==> config.mk <==
export PLATFORM = sky130hd
export DESIGN_NAME = difftest_commit_squash
export DESIGN_NICKNAME = d
export VERILOG_FILES = /design/src/rtl/difftest_commit_squash.sv
export SDC_FILE = /design/constraint.sdc
export NUM_CORES = 1
export LEC_CHECK = 0
export CAP_MARGIN = 10
export CORE_MARGIN = 8
export CORE_UTILIZATION = 45
export DETAILED_ROUTE_END_ITERATION = 8
export GPL_TIMING_DRIVEN = 0
export PLACE_DENSITY_LB_ADDON = 0.1
export SYNTH_ARGS = -nofsm -noshare
export SYNTH_HDL_FRONTEND = slang
export SYNTH_SLANG_ARGS = --single-unit
export TNS_END_PERCENT = 5
==> constraint.sdc <==
create_clock -name clock -period 3.8 [get_ports clock]
set_clock_uncertainty 0.15 [all_clocks]
set_input_delay 1.14 -clock clock [delete_from_list [all_inputs] [get_ports clock]]
set_output_delay 1.14 -clock clock [all_outputs]
set_load 0.005 [all_outputs]
==> src/rtl/difftest_commit_squash.sv <==
`timescale 1ns/1ps
`default_nettype none
// ============================================================================
// Module      : difftest_commit_squash
// Description : One-entry holding buffer in front of the DifftestInstrCommit
//               bridge. Merges runs of squashable commits into one record
//               whose nFused carries the merged count; emits on displacement,
//               idle timeout or flush.
// Revision    : 1.0 - initial release
// ============================================================================
module difftest_commit_squash #(
  parameter int MAX_FUSE   = 32,
  parameter int TIMEOUT    = 16,
  parameter int CORE_ID    = 0,
  parameter int PORT_INDEX = 0
) (
  input  logic        clock,
  input  logic        reset,
  input  logic        in_valid,
  input  logic        in_skip,
  input  logic        in_isRVC,
  input  logic        in_rfwen,
  input  logic        in_fpwen,
  input  logic        in_vecwen,
  input  logic        in_v0wen,
  input  logic        in_isLoad,
  input  logic        in_isStore,
  input  logic [7:0]  in_wpdest,
  input  logic [7:0]  in_wdest,
  input  logic [7:0]  in_nFused,
  input  logic [7:0]  in_special,
  input  logic [63:0] in_pc,
  input  logic [31:0] in_instr,
  input  logic [9:0]  in_robIdx,
  input  logic [6:0]  in_lqIdx,
  input  logic [6:0]  in_sqIdx,
  input  logic        in_flush,
  output logic        out_enable,
  output logic        out_skip,
  output logic        out_isRVC,
  output logic        out_rfwen,
  output logic        out_fpwen,
  output logic        out_vecwen,
  output logic        out_v0wen,
  output logic        out_isLoad,
  output logic        out_isStore,
  output logic [7:0]  out_wpdest,
  output logic [7:0]  out_wdest,
  output logic [7:0]  out_nFused,
  output logic [7:0]  out_special,
  output logic [63:0] out_pc,
  output logic [31:0] out_instr,
  output logic [9:0]  out_robIdx,
  output logic [6:0]  out_lqIdx,
  output logic [6:0]  out_sqIdx,
  output logic [7:0]  out_coreid,
  output logic [7:0]  out_index
);

  localparam logic [8:0] MAX_FUSE_W = 9'(MAX_FUSE);
  localparam logic [8:0] TIMEOUT_W  = 9'(TIMEOUT);
  localparam logic       FUSE_ON    = (MAX_FUSE > 1);

  // Holding register: status plus a copy of the last absorbed record
  logic        hv;
  logic        hs;
  logic [7:0]  hc;
  logic [7:0]  idle;
  logic        h_skip, h_isRVC, h_rfwen, h_fpwen, h_vecwen, h_v0wen;
  logic        h_isLoad, h_isStore;
  logic [7:0]  h_wpdest, h_wdest, h_special;
  logic [63:0] h_pc;
  logic [31:0] h_instr;
  logic [9:0]  h_robIdx;
  logic [6:0]  h_lqIdx, h_sqIdx;

  logic        in_squashable;
  logic [8:0]  fuse_sum;
  logic [8:0]  idle_inc;
  logic        mergeable;
  logic        hold_expire;
  logic        emit;

  // Merge/emit decisions; sums are 9 bits wide so they never wrap
  always_comb begin
    in_squashable = !in_skip && (in_special == 8'd0) && !in_isLoad && !in_isStore && FUSE_ON;
    fuse_sum      = {1'b0, hc} + {1'b0, in_nFused} + 9'd1;
    idle_inc      = {1'b0, idle} + 9'd1;
    mergeable     = hv && hs && in_squashable && !in_flush && (fuse_sum < MAX_FUSE_W);
    hold_expire   = in_flush || !hs || (idle_inc >= TIMEOUT_W);
    emit          = in_valid ? (hv && !mergeable) : (hv && hold_expire);
  end

  // Holding register update: every valid input is absorbed (merge or fresh load)
  always_ff @(posedge clock) begin
    if (reset) begin
      hv        <= 1'b0;
      hs        <= 1'b0;
      hc        <= 8'd0;
      idle      <= 8'd0;
      h_skip    <= 1'b0;
      h_isRVC   <= 1'b0;
      h_rfwen   <= 1'b0;
      h_fpwen   <= 1'b0;
      h_vecwen  <= 1'b0;
      h_v0wen   <= 1'b0;
      h_isLoad  <= 1'b0;
      h_isStore <= 1'b0;
      h_wpdest  <= 8'd0;
      h_wdest   <= 8'd0;
      h_special <= 8'd0;
      h_pc      <= 64'd0;
      h_instr   <= 32'd0;
      h_robIdx  <= 10'd0;
      h_lqIdx   <= 7'd0;
      h_sqIdx   <= 7'd0;
    end else if (in_valid) begin
      hv        <= 1'b1;
      hs        <= in_squashable;
      hc        <= mergeable ? fuse_sum[7:0] : in_nFused;
      idle      <= 8'd0;
      h_skip    <= in_skip;
      h_isRVC   <= in_isRVC;
      h_rfwen   <= in_rfwen;
      h_fpwen   <= in_fpwen;
      h_vecwen  <= in_vecwen;
      h_v0wen   <= in_v0wen;
      h_isLoad  <= in_isLoad;
      h_isStore <= in_isStore;
      h_wpdest  <= in_wpdest;
      h_wdest   <= in_wdest;
      h_special <= in_special;
      h_pc      <= in_pc;
      h_instr   <= in_instr;
      h_robIdx  <= in_robIdx;
      h_lqIdx   <= in_lqIdx;
      h_sqIdx   <= in_sqIdx;
    end else if (hv) begin
      if (hold_expire) begin
        hv   <= 1'b0;
        idle <= 8'd0;
      end else if (idle != 8'hFF) begin
        idle <= idle + 8'd1;
      end
    end
  end

  // Output register: one-cycle enable pulse, fields hold between emits
  always_ff @(posedge clock) begin
    if (reset) begin
      out_enable  <= 1'b0;
      out_skip    <= 1'b0;
      out_isRVC   <= 1'b0;
      out_rfwen   <= 1'b0;
      out_fpwen   <= 1'b0;
      out_vecwen  <= 1'b0;
      out_v0wen   <= 1'b0;
      out_isLoad  <= 1'b0;
      out_isStore <= 1'b0;
      out_wpdest  <= 8'd0;
      out_wdest   <= 8'd0;
      out_nFused  <= 8'd0;
      out_special <= 8'd0;
      out_pc      <= 64'd0;
      out_instr   <= 32'd0;
      out_robIdx  <= 10'd0;
      out_lqIdx   <= 7'd0;
      out_sqIdx   <= 7'd0;
    end else begin
      out_enable <= emit;
      if (emit) begin
        out_skip    <= h_skip;
        out_isRVC   <= h_isRVC;
        out_rfwen   <= h_rfwen;
        out_fpwen   <= h_fpwen;
        out_vecwen  <= h_vecwen;
        out_v0wen   <= h_v0wen;
        out_isLoad  <= h_isLoad;
        out_isStore <= h_isStore;
        out_wpdest  <= h_wpdest;
        out_wdest   <= h_wdest;
        out_nFused  <= hc;
        out_special <= h_special;
        out_pc      <= h_pc;
        out_instr   <= h_instr;
        out_robIdx  <= h_robIdx;
        out_lqIdx   <= h_lqIdx;
        out_sqIdx   <= h_sqIdx;
      end
    end
  end

  assign out_coreid = 8'(CORE_ID);
  assign out_index  = 8'(PORT_INDEX);

endmodule
`default_nettype wire
# Word-level counts from Yosys, hierarchy flattened
# Index checks and enable logic that the tools add are counted.
# Widths: inputs -> output; s select.
[totals] mem_bits_rw=0 register_bits=331 latch_bits=0 in_bits=164 n_memories=0 rom_bits=0 out_inout_bits=177
[classes] eq_ne=1 shift=0 addsub=4 bitwise=0 mul=0 magnitude_cmp=2 n_reduce_logical=21 muxes=7 n_div=0
[op_table] op="$mux 8" count=3
[op_table] op="$add 8x1->9 const B" count=1
[op_table] op="$add 8x8->9" count=1
[op_table] op="$add 9x1->9 const B" count=1
[op_table] op="$ge 9x5->1 const B" count=1
[op_table] op="$logic_and 1x1->1" count=9
[op_table] op="$lt 9x6->1 const B" count=1
[op_table] op="$add 8x1->8 const B" count=1
[op_table] op="$logic_not 8->1" count=1
[op_table] op="$ne 8x8->1 const B" count=1
[op_table] op="$logic_not 1->1" count=6
[op_table] op="$mux 1" count=4
[op_table] op="$logic_or 1x1->1" count=2
[op_table] op="$reduce_and 2->1" count=1
[op_table] op="$reduce_bool 2->1" count=1
[op_table] op="$reduce_or 2->1" count=1

# Depth between registers and ports, before layout
[depth] word_depth=10 depth_mapped=14 ltp_nobuf=10

# Worst setup path after synthesis
# Ideal clock, no wire load.
[synth_timing] kind="input to register" from="input port in_nFused[0]" to="register out_nFused[0]" arrival_ns=3.327 stages=14 n_path_buf=4 setup_time_ns=0.120 setup_slack_ns=0.203 required_time_ns=3.530 cell_sequence="inv_1 > ha_1 > inv_1 > fa_1 > a21o_1 > a21oi_1 > nor3b_1 > o2111a_1 > buf_2 > o21bai_1 > buf_2 > buf_6 > buf_6 > mux2i_1"
[synth_between] elab_chain_len=7
[synth_lines] item="start: declaration" line="30" rtl="input logic [7:0] in_nFused,"
[synth_lines] item="$add 8x8->9" line="87" rtl="fuse_sum = {1'b0, hc} + {1'b0, in_nFused} + 9'd1;"
[synth_lines] item="$add 9x1->9" line="87"
[synth_lines] item="$lt 9x6->1" line="89" rtl="mergeable = hv && hs && in_squashable && !in_flush && (fuse_sum < MAX_FUSE_W);"
[synth_lines] item="$logic_and 1x1->1" line="89"
[synth_lines] item="$logic_not 1->1" line="91" rtl="emit = in_valid ? (hv && !mergeable) : (hv && hold_expire);"
[synth_lines] item="$logic_and 1x1->1" line="91"
[synth_lines] item="$mux 1" line="91"
[synth_lines] item="end signal: assignment" line="162" rtl="out_nFused <= 8'd0;"
[synth_lines] item="end signal: assignment" line="182" rtl="out_nFused <= hc;"
[synth_lines] item="end: declaration" line="49" rtl="output logic [7:0] out_nFused,"
# Every way passes these cells.
# A chain may end at the register's enable or synchronous reset.

# Final worst setup path
[layout_timing] from="input port in_nFused[0]" to="register out_special[0]"
[layout_between] elab_chain_len=7
[layout_lines] item="$add 8x8->9" line="87"
[layout_lines] item="$add 9x1->9" line="87"
[layout_lines] item="$lt 9x6->1" line="89"
[layout_lines] item="$logic_and 1x1->1" line="89"
[layout_lines] item="$logic_not 1->1" line="91"
[layout_lines] item="$logic_and 1x1->1" line="91"
[layout_lines] item="$mux 1" line="91"
[layout_lines] item="end signal: assignment" line="183" rtl="out_special <= h_special;"
[layout_lines] item="end: declaration" line="50" rtl="output logic [7:0] out_special,"
# Every way passes these cells.

==> flow_summary.yaml <==
synth:
  synth_most_common_cell: "dfxtp_1"
  ys_ff_latch: 331
  yosysUniqueCellTypes: 41
  ys.flop_type: "dfxtp_1"
  yosys.area.top_type: "dfxtp_1"
  synth_edf_count: 0
  syn-cell-area_um2: 13600
  yosysWarnings: 0
  synthTopCellsByArea: "dfxtp_1, mux2i_1, nand2b_1"
  synth_common_cells: "dfxtp_1, nand2b_1, mux2i_1"
  avgSynthCellArea_um2: 10.3
  synthCells: 1325
  async_flop_share: 0
  yosysSeqAreaShare: 0.487
  post-synth-top-area-fraction: 0.487
routing:
  drc: 0
  vias: 10100
  wirelength_um: 37400
  wl_per_cell_um: 17.6
  ant_nets: 0
  dr.pass1.iters: 4
  drt_iter0_drc: 359
  viasPerCell: 4.77
critical_path:
  arrival_ps: 3970
  cp-endpoint: "out_special[0]$_SDFFE_PP0P_"
  critPathBufInv: 7
  path_depth: 15
  reg2reg_from: "hc[0]$_SDFFE_PP0P_"
  crit_path_cell_trace: "clkdlybuf4s50_1, inv_1, ha_1, inv_1, fa_2, a21o_1, a21oi_2, nor3b_2, o2111a_1, buf_6, o21bai_1, buf_4, buf_6, buf_6, mux2i_1"
  crit_start: "in_nFused[0]"
  critPathCaptureType: "flip-flop"
  startpoint_type: "input pin"
  cp_slowest_stage_delay_ps: 450
  slowest_stage: "clkdlybuf4s50_1"
  critPathMostFrequentCell: "buf_6"
  cp_top_family: "buffers and inverters"
  reg2reg_to: "out_special[0]$_SDFFE_PP0P_"
  crit_required_ps: 4070
  worst_r2r_path_depth: 14
  crit_path_max_fanout: 10
  r2r_slack_ps: 880
  path_class: "input pin to flip-flop"
global_routing:
  grt_use_total: 0.199
  grt_pass1_vias: 10200
  grt_overflow: 0
  grt_pass1_wl_um: 57600
  grt_max_degree: 14
  antenna_found_initial: 7
sta:
  slew_viol_final: 0
  holdWs_ps: 317
  finalCritPeriodShare: 0.973
  max_freq_mhz: 271
  hold_viol: 0
  finalSetupViolCount: 0
  tns_ps: 0
  period_needed_ps: 3700
  maxSlewHeadroom: 0.362
  worst_slew_pin_slew_ps: 958
die:
  die_h_um: 190
  row_count: 63
  die_w_um: 190
  io_pins: 341
  start_util: 0.458
  dieArea_um2: 36000
  coreArea_um2: 29700
placed_design:
  dp_cells: 2052
  portBuffers: 322
  hpwlAfterDp_um: 27600
  place_congestion: 0.776
cts:
  cts_tree: "done"
  insertion_delay_ps: 500
  cts-htree-levels: 2
  path_clk_slew_ps: 60
  cts_max_path_buffers: 3
  cts_buffers: 37
  clock-sinks: 331
  clockRootBuffer: "clkbuf_16"
status:
  status: "finished, final reports clean"
layout:
  fin_util: 0.626
  final_cells: 2119
  final_nets: 1877
  synthToLayoutAreaGrowth_pct: 36.9
  drive_above_1_share: 0.0550
worst_hold_path:
  hold_depth: 2
  hold_path_class: "flip-flop to flip-flop"
pwr:
  p_sw_frac: 0.228
  ir_worst_vdd_mv: 0.369
  leakagePower_uw: 0.00730
  intPower_uw: 6280
  power_frac_comb: 0.110
  clkPwrFrac: 0.435
  power_frac_seq: 0.455
  p_sw_uw: 1850
  power.total_uw: 8130
  p_per_area_nw_per_um2: 437
job:
  cap_violations: 0
[power groups by stage]
stage	clock network, uW	logic [uW]	registers (uW)
global route	3780	970	3720
floorplan	0	489	3760
global placement	0	884	3770
detailed placement	0	895	3780
CTS	3630	901	3700
finish	3540	894	3700
[sequential cells by signal, summed over array words and instances, names as in the netlist, 7 cells and up]
register and cells:
h_pc 64, out_pc 64, h_instr 32, out_instr 32
h_robIdx 10, out_robIdx 10, h_special 8, h_wdest 8
h_wpdest 8, hc 8, idle 8, out_nFused 8
out_special 8, out_wdest 8, out_wpdest 8, h_lqIdx 7
h_sqIdx 7, out_lqIdx 7, out_sqIdx 7
[stage by stage]
stage / setup WS, ps / instance area (um^2)
2_1_floorplan: 203 / 13700
3_3_place_gp: -646 / 17400
3_5_place_dp: -672 / 17400
4_1_cts: 0.897 / 18600
5_1_grt: -11.2 / 18600
6_report: 104 / 18600
[worst min-delay path by stage]
stage                                     from                          to  slack (ps)
floorplan                 h_fpwen$_SDFFE_PP0P_      out_fpwen$_SDFFE_PP0P_         300
global placement      h_robIdx[8]$_SDFFE_PP0P_  out_robIdx[8]$_SDFFE_PP0P_         310
detailed placement  out_instr[26]$_SDFFE_PP0P_  out_instr[26]$_SDFFE_PP0P_         310
CTS                      h_pc[31]$_SDFFE_PP0P_     out_pc[31]$_SDFFE_PP0P_         320
global route             h_pc[14]$_SDFFE_PP0P_     out_pc[14]$_SDFFE_PP0P_         340
finish                    h_pc[2]$_SDFFE_PP0P_      out_pc[2]$_SDFFE_PP0P_         320
[cell families after synthesis]
| kind of cell | share of synthesized area |
|---|---|
| simple gates | 0.209 |
| flops | 0.487 |
| mux | 0.235 |
| buf+inv | 0.0419 |
| compound gates | 0.0124 |
| fa+ha+maj | 0.0107 |
| xor+xnor | 0.00322 |
| other cells | 0.000276 |
[area by class of cell]
cell class / count / area [um^2]
Timing Repair Buffer: 323 / 3230
Tap cell: 390 / 488
Antenna cell: 2 / 5.00
Clock buffer: 56 / 1110
Sequential cell: 331 / 6630
Inverter: 4 / 15.0
Fill cell: 2530 / 11100
Multi-Input combinational cell: 896 / 6480
Clock inverter: 8 / 97.6
Buffer: 109 / 564
[repair_timing]
action	in CTS	in global routing
pin swaps	0	1
gates cloned	0	0
endpoints found under the setup margin	161	161
gates resized for setup	3	5
hold buffers	0	0
buffers inserted	0	1
hold endpoints to repair	0	0
[routing by layer]
metal / track usage / wire length [um]
met1: 0.247 / 16400
met5: 0 / 60
met3: 0.0591 / 2670
met4: 0.0457 / 655
met2: 0.335 / 17600
[cell usage in the layout, fill, tap and decap left out, types with 2 or more instances in the layout]
| cell | n |
|---|---|
| dfxtp_1 | 331 |
| nand2b_1 | 328 |
| clkdlybuf4s50_1 | 322 |
| mux2i_1 | 318 |
| nor2_1 | 164 |
| clkbuf_1 | 72 |
| clkbuf_16 | 39 |
| buf_4 | 18 |
| conb_1 | 16 |
| buf_1 | 12 |
| buf_6 | 11 |
| ha_1 | 10 |
| buf_2 | 7 |
| clkbuf_8 | 7 |
| nor3_1 | 5 |
| inv_1 | 4 |
| a21oi_1 | 4 |
| a211oi_1 | 4 |
| and2_1 | 4 |
| clkinv_2 | 4 |
| nand2_1 | 3 |
| and3_1 | 3 |
| nand3b_1 | 3 |
| xnor2_1 | 3 |
| diode_2 | 2 |
| nor2b_1 | 2 |
| o21a_1 | 2 |
| nor4_1 | 2 |
| or4_1 | 2 |
| nand3_1 | 2 |
| or3_1 | 2 |
| xor2_1 | 2 |
| o22ai_1 | 2 |
| a32o_1 | 2 |
| inv_6 | 2 |
| bufinv_16 | 2 |
[tightest hold or removal path: cells and delay by family, from the launching register on]
kind             cells  cell delay (ps)
flip-flops           1              310
AND/OR/NAND/NOR      1               60
multiplexers         1               60
Note: power is estimated with default switching activity, not from simulation.
